==> config.mk <==
export PLATFORM = sky130hd
export DESIGN_NAME = mmio_uart_hub
export DESIGN_NICKNAME = d
export VERILOG_FILES = /design/src/rtl/mmio_pkg.sv /design/src/rtl/fifo_sync.sv /design/src/rtl/mmio_uart_hub.sv
export SDC_FILE = /design/constraint.sdc
export NUM_CORES = 1
export LEC_CHECK = 0
export ABC_CLOCK_PERIOD_IN_PS = 2700
export CELL_PAD_IN_SITES_DETAIL_PLACEMENT = 0
export CELL_PAD_IN_SITES_GLOBAL_PLACEMENT = 1
export CORE_MARGIN = 2
export CORE_UTILIZATION = 42
export CTS_CLUSTER_DIAMETER = 200
export DETAILED_ROUTE_END_ITERATION = 8
export GPL_TIMING_DRIVEN = 0
export PLACE_DENSITY_LB_ADDON = 0.1
export SLEW_MARGIN = 20
export SYNTH_ARGS = -nofsm -noshare
export SYNTH_HDL_FRONTEND = slang
export SYNTH_HIERARCHICAL = 1
export SYNTH_SLANG_ARGS = --single-unit
export TNS_END_PERCENT = 10
==> constraint.sdc <==
create_clock -name clk -period 2.7 [get_ports clk]
set_clock_uncertainty 0.2 [all_clocks]
set_input_delay 0.81 -clock clk [delete_from_list [all_inputs] [get_ports clk]]
set_output_delay 0.81 -clock clk [all_outputs]
set_load 0.05 [all_outputs]
==> src/rtl/mmio_pkg.sv <==
// Shared register map and status bit layout for the MMIO UART hub.
`timescale 1ns/1ps
package mmio_pkg;

    localparam logic [7:0] ADDR_STATUS  = 8'h00;
    localparam logic [7:0] ADDR_RX_POP  = 8'h04;
    localparam logic [7:0] ADDR_TX_PUSH = 8'h08;
    localparam logic [7:0] ADDR_COUNT   = 8'h0C;
    localparam logic [7:0] ADDR_CYCLE   = 8'h10;
    localparam logic [7:0] ADDR_INSTR   = 8'h14;
    localparam logic [7:0] ADDR_CNT_CLR = 8'h18;

    localparam int STAT_TX_NOT_FULL  = 0;
    localparam int STAT_RX_NOT_EMPTY = 1;
    localparam int STAT_TX_DROP      = 2;
    localparam int STAT_RX_UNDER     = 3;
    localparam int STAT_TX_EMPTY     = 4;

    function automatic logic [31:0] pack_status(
        input logic tx_not_full,
        input logic rx_not_empty,
        input logic tx_drop,
        input logic rx_under,
        input logic tx_empty
    );
        logic [31:0] s;
        s                    = '0;
        s[STAT_TX_NOT_FULL]  = tx_not_full;
        s[STAT_RX_NOT_EMPTY] = rx_not_empty;
        s[STAT_TX_DROP]      = tx_drop;
        s[STAT_RX_UNDER]     = rx_under;
        s[STAT_TX_EMPTY]     = tx_empty;
        return s;
    endfunction

endpackage

==> src/rtl/fifo_sync.sv <==
// Single-clock FIFO with occupancy count; head word is visible on rdata_o (zero when empty).
`timescale 1ns/1ps
module fifo_sync #(
    parameter int  WIDTH = 8,
    parameter int  DEPTH = 8,
    localparam int AW    = $clog2(DEPTH),
    localparam int CW    = AW + 1
) (
    input  logic             clk_i,
    input  logic             rst_ni,
    input  logic             push_i,
    input  logic             pop_i,
    input  logic [WIDTH-1:0] wdata_i,
    output logic [WIDTH-1:0] rdata_o,
    output logic [CW-1:0]    count_o,
    output logic             full_o,
    output logic             empty_o
);

    logic [WIDTH-1:0] mem_q [DEPTH];
    logic [AW-1:0]    wr_ptr_q, wr_ptr_d;
    logic [AW-1:0]    rd_ptr_q, rd_ptr_d;
    logic [CW-1:0]    count_q, count_d;
    logic             do_push, do_pop;

    assign full_o  = (count_q == CW'(DEPTH));
    assign empty_o = (count_q == '0);
    assign do_push = push_i & ~full_o;
    assign do_pop  = pop_i & ~empty_o;
    assign count_o = count_q;
    assign rdata_o = empty_o ? '0 : mem_q[rd_ptr_q];

    // DEPTH is a power of two, so the pointers wrap by plain overflow.
    always_comb begin
        wr_ptr_d = wr_ptr_q + AW'(do_push);
        rd_ptr_d = rd_ptr_q + AW'(do_pop);
        count_d  = count_q + CW'(do_push) - CW'(do_pop);
    end

    always_ff @(posedge clk_i or negedge rst_ni) begin
        if (!rst_ni) begin
            wr_ptr_q <= '0;
            rd_ptr_q <= '0;
            count_q  <= '0;
        end else begin
            wr_ptr_q <= wr_ptr_d;
            rd_ptr_q <= rd_ptr_d;
            count_q  <= count_d;
        end
    end

    always_ff @(posedge clk_i) begin
        if (do_push) begin
            mem_q[wr_ptr_q] <= wdata_i;
        end
    end

endmodule

==> src/rtl/mmio_uart_hub.sv <==
// MMIO front end for an RX/TX byte FIFO pair plus free-running cycle and retired-instruction counters.
`timescale 1ns/1ps
module mmio_uart_hub
    import mmio_pkg::*;
#(
    parameter int FIFO_DEPTH = 8,
    parameter int CNT_W      = 32
) (
    input  logic        clk,
    input  logic        rst,
    input  logic [31:0] io_addr,
    input  logic [3:0]  io_we,
    input  logic        io_re,
    input  logic [31:0] d,
    input  logic        inst_valid,
    output logic [31:0] q,
    input  logic [7:0]  rx_data,
    input  logic        rx_valid,
    output logic        rx_ready,
    output logic [7:0]  tx_data,
    output logic        tx_valid,
    input  logic        tx_ready
);

    localparam int CW = $clog2(FIFO_DEPTH) + 1;

    logic [7:0]       off;
    logic             wr_en, rx_rd, tx_wr, sticky_clr, cnt_clr;
    logic [7:0]       rx_head, tx_head;
    logic [CW-1:0]    rx_count, tx_count;
    logic             rx_full, rx_empty, tx_full, tx_empty;
    logic             rx_push, rx_pop, rx_under, tx_push, tx_pop, tx_drop;
    logic             drop_q, drop_d, under_q, under_d;
    logic [CNT_W-1:0] cyc_q, cyc_d, inst_q, inst_d;
    logic [31:0]      rdata, q_q, q_d;
    logic             unused_bits;

    assign off         = io_addr[7:0];
    assign wr_en       = |io_we;
    assign unused_bits = ^{io_addr[31:8], d[31:8]};

    // Both byte streams transfer on a rising edge where valid and ready are both high;
    // ready/valid here depend only on registered FIFO occupancy, never on the partner's signal.
    assign rx_ready = ~rx_full;
    assign tx_valid = ~tx_empty;
    assign tx_data  = tx_head;
    assign q        = q_q;

    assign rx_rd      = io_re & (off == ADDR_RX_POP);
    assign rx_pop     = rx_rd & ~rx_empty;
    assign rx_under   = rx_rd & rx_empty;
    assign rx_push    = rx_valid & ~rx_full;
    assign tx_wr      = wr_en & (off == ADDR_TX_PUSH);
    assign tx_push    = tx_wr & ~tx_full;
    assign tx_drop    = tx_wr & tx_full;
    assign tx_pop     = tx_valid & tx_ready;
    assign sticky_clr = wr_en & (off == ADDR_COUNT);
    assign cnt_clr    = wr_en & (off == ADDR_CNT_CLR);

    fifo_sync #(.WIDTH(8), .DEPTH(FIFO_DEPTH)) u_rx_fifo (
        .clk_i   (clk),
        .rst_ni  (rst),
        .push_i  (rx_push),
        .pop_i   (rx_pop),
        .wdata_i (rx_data),
        .rdata_o (rx_head),
        .count_o (rx_count),
        .full_o  (rx_full),
        .empty_o (rx_empty)
    );

    fifo_sync #(.WIDTH(8), .DEPTH(FIFO_DEPTH)) u_tx_fifo (
        .clk_i   (clk),
        .rst_ni  (rst),
        .push_i  (tx_push),
        .pop_i   (tx_pop),
        .wdata_i (d[7:0]),
        .rdata_o (tx_head),
        .count_o (tx_count),
        .full_o  (tx_full),
        .empty_o (tx_empty)
    );

    // Read data reflects state before this edge's pushes and pops.
    always_comb begin
        rdata = '0;
        case (off)
            ADDR_STATUS: rdata = pack_status(~tx_full, ~rx_empty, drop_q, under_q, tx_empty);
            ADDR_RX_POP: rdata = {24'h0, rx_head};
            ADDR_COUNT:  rdata = {16'h0, 8'(tx_count), 8'(rx_count)};
            ADDR_CYCLE:  rdata = 32'(cyc_q);
            ADDR_INSTR:  rdata = 32'(inst_q);
            default:     rdata = '0;
        endcase
    end

    always_comb begin
        q_d     = io_re ? rdata : q_q;
        drop_d  = tx_drop | (drop_q & ~sticky_clr);
        under_d = rx_under | (under_q & ~sticky_clr);
        cyc_d   = cnt_clr ? '0 : cyc_q + CNT_W'(1);
        inst_d  = cnt_clr ? '0 : inst_q + CNT_W'(inst_valid);
    end

    always_ff @(posedge clk or negedge rst) begin
        if (!rst) begin
            q_q     <= '0;
            drop_q  <= 1'b0;
            under_q <= 1'b0;
            cyc_q   <= '0;
            inst_q  <= '0;
        end else begin
            q_q     <= q_d;
            drop_q  <= drop_d;
            under_q <= under_d;
            cyc_q   <= cyc_d;
            inst_q  <= inst_d;
        end
    end

endmodule

==> results.yml <==
worst_hold_path:
  worstHoldPathType: "input pin to asynchronous set/reset pin"
synth:
  synthFlopType: "edfxtp_1"
  syn_area_mm2: 0.0113
  synthCells: 907
  ys_seq_area_share_pct: 60.0
  synth_edf_count: 128
  ys_types: 51
  synth_nets: 1014
  ys_ff_latch: 246
  yosys_warnings: 6
  syn_avg_cell_area_um2: 12.5
  synthArstFlopShare_pct: 48.0
routing:
  vias: 7723
  drt-wirelength-per-cell_um: 19.6
  drtIter0Drc: 540
  via_per_inst: 5.50
  drt_first_pass_iters: 5
  drtAntennaViolNets: 0
  drc: 0
  routed_wl_mm: 27.5
timing:
  hold_viol: 0
  fin_crit_ns: 2.97
  finalCritPeriodShare_pct: 110
  rsz0062_at_grt: "true"
  hold_slack_ns: 0.00654
  setup_viol: 17
  tightest_slew_ns: 0.816
  fmax_mhz: 337
  finalMaxSlewViolations: 0
  layout_setup_ws_ns: -0.266
  slew_headroom_pct: 45.4
run_status:
  violations: "setup timing"
  status: "finished with violations"
global_routing:
  grt_usage_pct: 19.4
  antenna_found_initial: 0
  grt_pass1_wl_mm: 43.0
  grt_pass1_vias: 7605
  overflow: 0
  grt_max_degree: 65
clock_network:
  htree_levels: 1
  postCtsHoldBufs: 0
  cts.sinks: 246
  root_buffer: "clkbuf_16"
  path_clk_slew_ns: 0.06
  clockBufferDepth: 3
  numCtsBuffers: 27
  insertion_delay_ns: 0.53
  cts_tree: "built"
cells_and_area:
  area_delta_synth_final_pct: 23.2
  fin_nets: 1149
  fillers: 2348
  final_cell_mix: "edfxtp_1, dfrtp_1, mux2i_1, a21oi_1, inv_1"
  final_common_cell: "edfxtp_1"
  drive_gt1_share_pct: 18.0
die:
  ios: 124
  dieArea_mm2: 0.0283
  die_h_um: 168
  initial_core_util_pct: 42.4
  rows: 60
  die_w_um: 168
  core_mm2: 0.0267
worst_setup_path:
  worstPathArrival_ns: 1.96
  criticalPathCategory: "register to primary output"
  cp.required_ns: 1.69
  startpoint_type: "register"
  critPathCaptureType: "primary output"
  cp_max_fo: 10
power:
  p_leak_uw: 0.00547
  ir_drop_uv: 391
  power.density_mw_per_mm2: 828
  finalPower_uw: 11600
placed_design:
  dp_worst_setup_slack_ns: -1.21
  gp_congestion: 0.788
  dp_hpwl_mm: 18.3
  port-buffer-count: 75
flow_run:
  max_cap_viol_count: 0
-- report_power, final --
group	switching [uW]	total, uW	internal, uW
Clock	1440	3510	2080
Sequential	451	4840	4390
Combinational	1780	3210	1420
Total	3670	11600	7890
-- routing by layer --
layer | routed length, um | vias to the layer above | GRT usage (%)
met5 | 0 | - | 0
met4 | 498 | 0 | 4.27
met3 | 1250 | 38 | 3.08
met2 | 12700 | 168 | 31.0
met1 | 13100 | 3804 | 28.2
li1 | - | 3713 | -
-- final timing paths --
| check | depth (start not counted) | to | from | slack, ns |
|---|---|---|---|---|
| max | 6 | tx_data[6] | u_tx_fifo/rd_ptr_q[1]$_DFF_PN0_ | -0.27 |
| min | 1 | u_tx_fifo/rd_ptr_q[2]$_DFF_PN0_ | rst | 0.007 |
| max reg2reg | 10 | u_tx_fifo/mem_q[0][5]$_DFFE_PP_ | u_tx_fifo/count_o[2]$_DFF_PN0_ | -0.04 |
| min reg2reg | 1 | cyc_q[0]$_DFF_PN0_ | cyc_q[0]$_DFF_PN0_ | 0.31 |
| max in group asynchronous | 2 | inst_q[0]$_DFF_PN0_ | rst | 1.62 |
| min in group clk | 1 | cyc_q[0]$_DFF_PN0_ | cyc_q[0]$_DFF_PN0_ | 0.31 |
-- cells by family (layout without fill, tap and decap cells) --
logic type | count (synthesis) | in the layout | synth area share, %
compound gates | 192 | 192 | 11.5
xor+xnor | 30 | 30 | 2.32
fa+ha+maj | 25 | 25 | 2.89
buf+inv | 93 | 248 | 4.08
flops | 246 | 246 | 60.0
mux | 68 | 68 | 6.01
other cells | 0 | 1 | 0
simple gates | 253 | 253 | 13.2
-- per-stage QoR --
stage,TNS (ns),cells,instance area [um2],utilization [%]
2_1_floorplan,-1.97,907,11400,-
3_3_place_gp,-731.97,1323,12500,47.0
3_5_place_dp,-185.38,1328,12600,47.3
4_1_cts,-5.25,1386,13700,51.3
5_1_grt,-4.85,1403,14000,52.2
6_report,-2.35,1404,14000,52.2
-- final cells by class --
type	instances	area, um2	area share [%]
antenna	1	2.50	0.0179
buffer	44	310	2.22
clock buffer	36	769	5.51
clock inverter	13	85.1	0.609
inverter	46	173	1.24
multi-input combinational	568	4390	31.4
sequential	246	6800	48.7
tap	341	427	3.06
timing repair buffer	109	1010	7.22
-- sequential cells by signal, summed over array words and instances, names as in the netlist --
signal and count:
u_rx_fifo/mem_q 64, under_q 1, u_rx_fifo/rd_ptr_q 3, u_rx_fifo/count_o 4
u_tx_fifo/mem_q 64, u_tx_fifo/wr_ptr_q 3, u_tx_fifo/rd_ptr_q 3, drop_q 1
cyc_q 32, inst_q 32, q 32, u_rx_fifo/wr_ptr_q 3
u_tx_fifo/count_o 4
-- synth_stat cells (18+ instances only) --
cell / instances / area share [%]
a21oi_1: 49 / 2.2
a22o_1: 37 / 2.9
a22oi_1: 30 / 2.0
clkbuf_1: 20 / 0.66
dfrtp_1: 118 / 26
edfxtp_1: 128 / 34
ha_1: 23 / 2.5
inv_1: 46 / 1.5
mux2i_1: 68 / 6.0
nand2_1: 31 / 1.0
nand3_1: 28 / 1.2
nor2_1: 43 / 1.4
nor2b_1: 18 / 0.99
o21ai_0: 19 / 0.84
o22ai_1: 20 / 1.1
o31ai_1: 26 / 1.7
or4_1: 25 / 1.7
xor2_1: 23 / 1.8
-- what timing repair did --
| action | in CTS | in global routing |
|---|---|---|
| gates cloned | 0 | 1 |
| endpoints found under the setup margin | 197 | 168 |
| pin swaps | 19 | 17 |
| resized for setup | 155 | 54 |
| setup buffers | 12 | 16 |
-- worst max-delay path: stages (launching register included) --
cell and delay [ns]:
dfrtp_1 0.38, buf_6 0.15, buf_12 0.15, mux2i_1 0.11, a22o_1 0.21, nor3_2 0.22, buf_6 0.19
(Power assumes the default switching activity.)
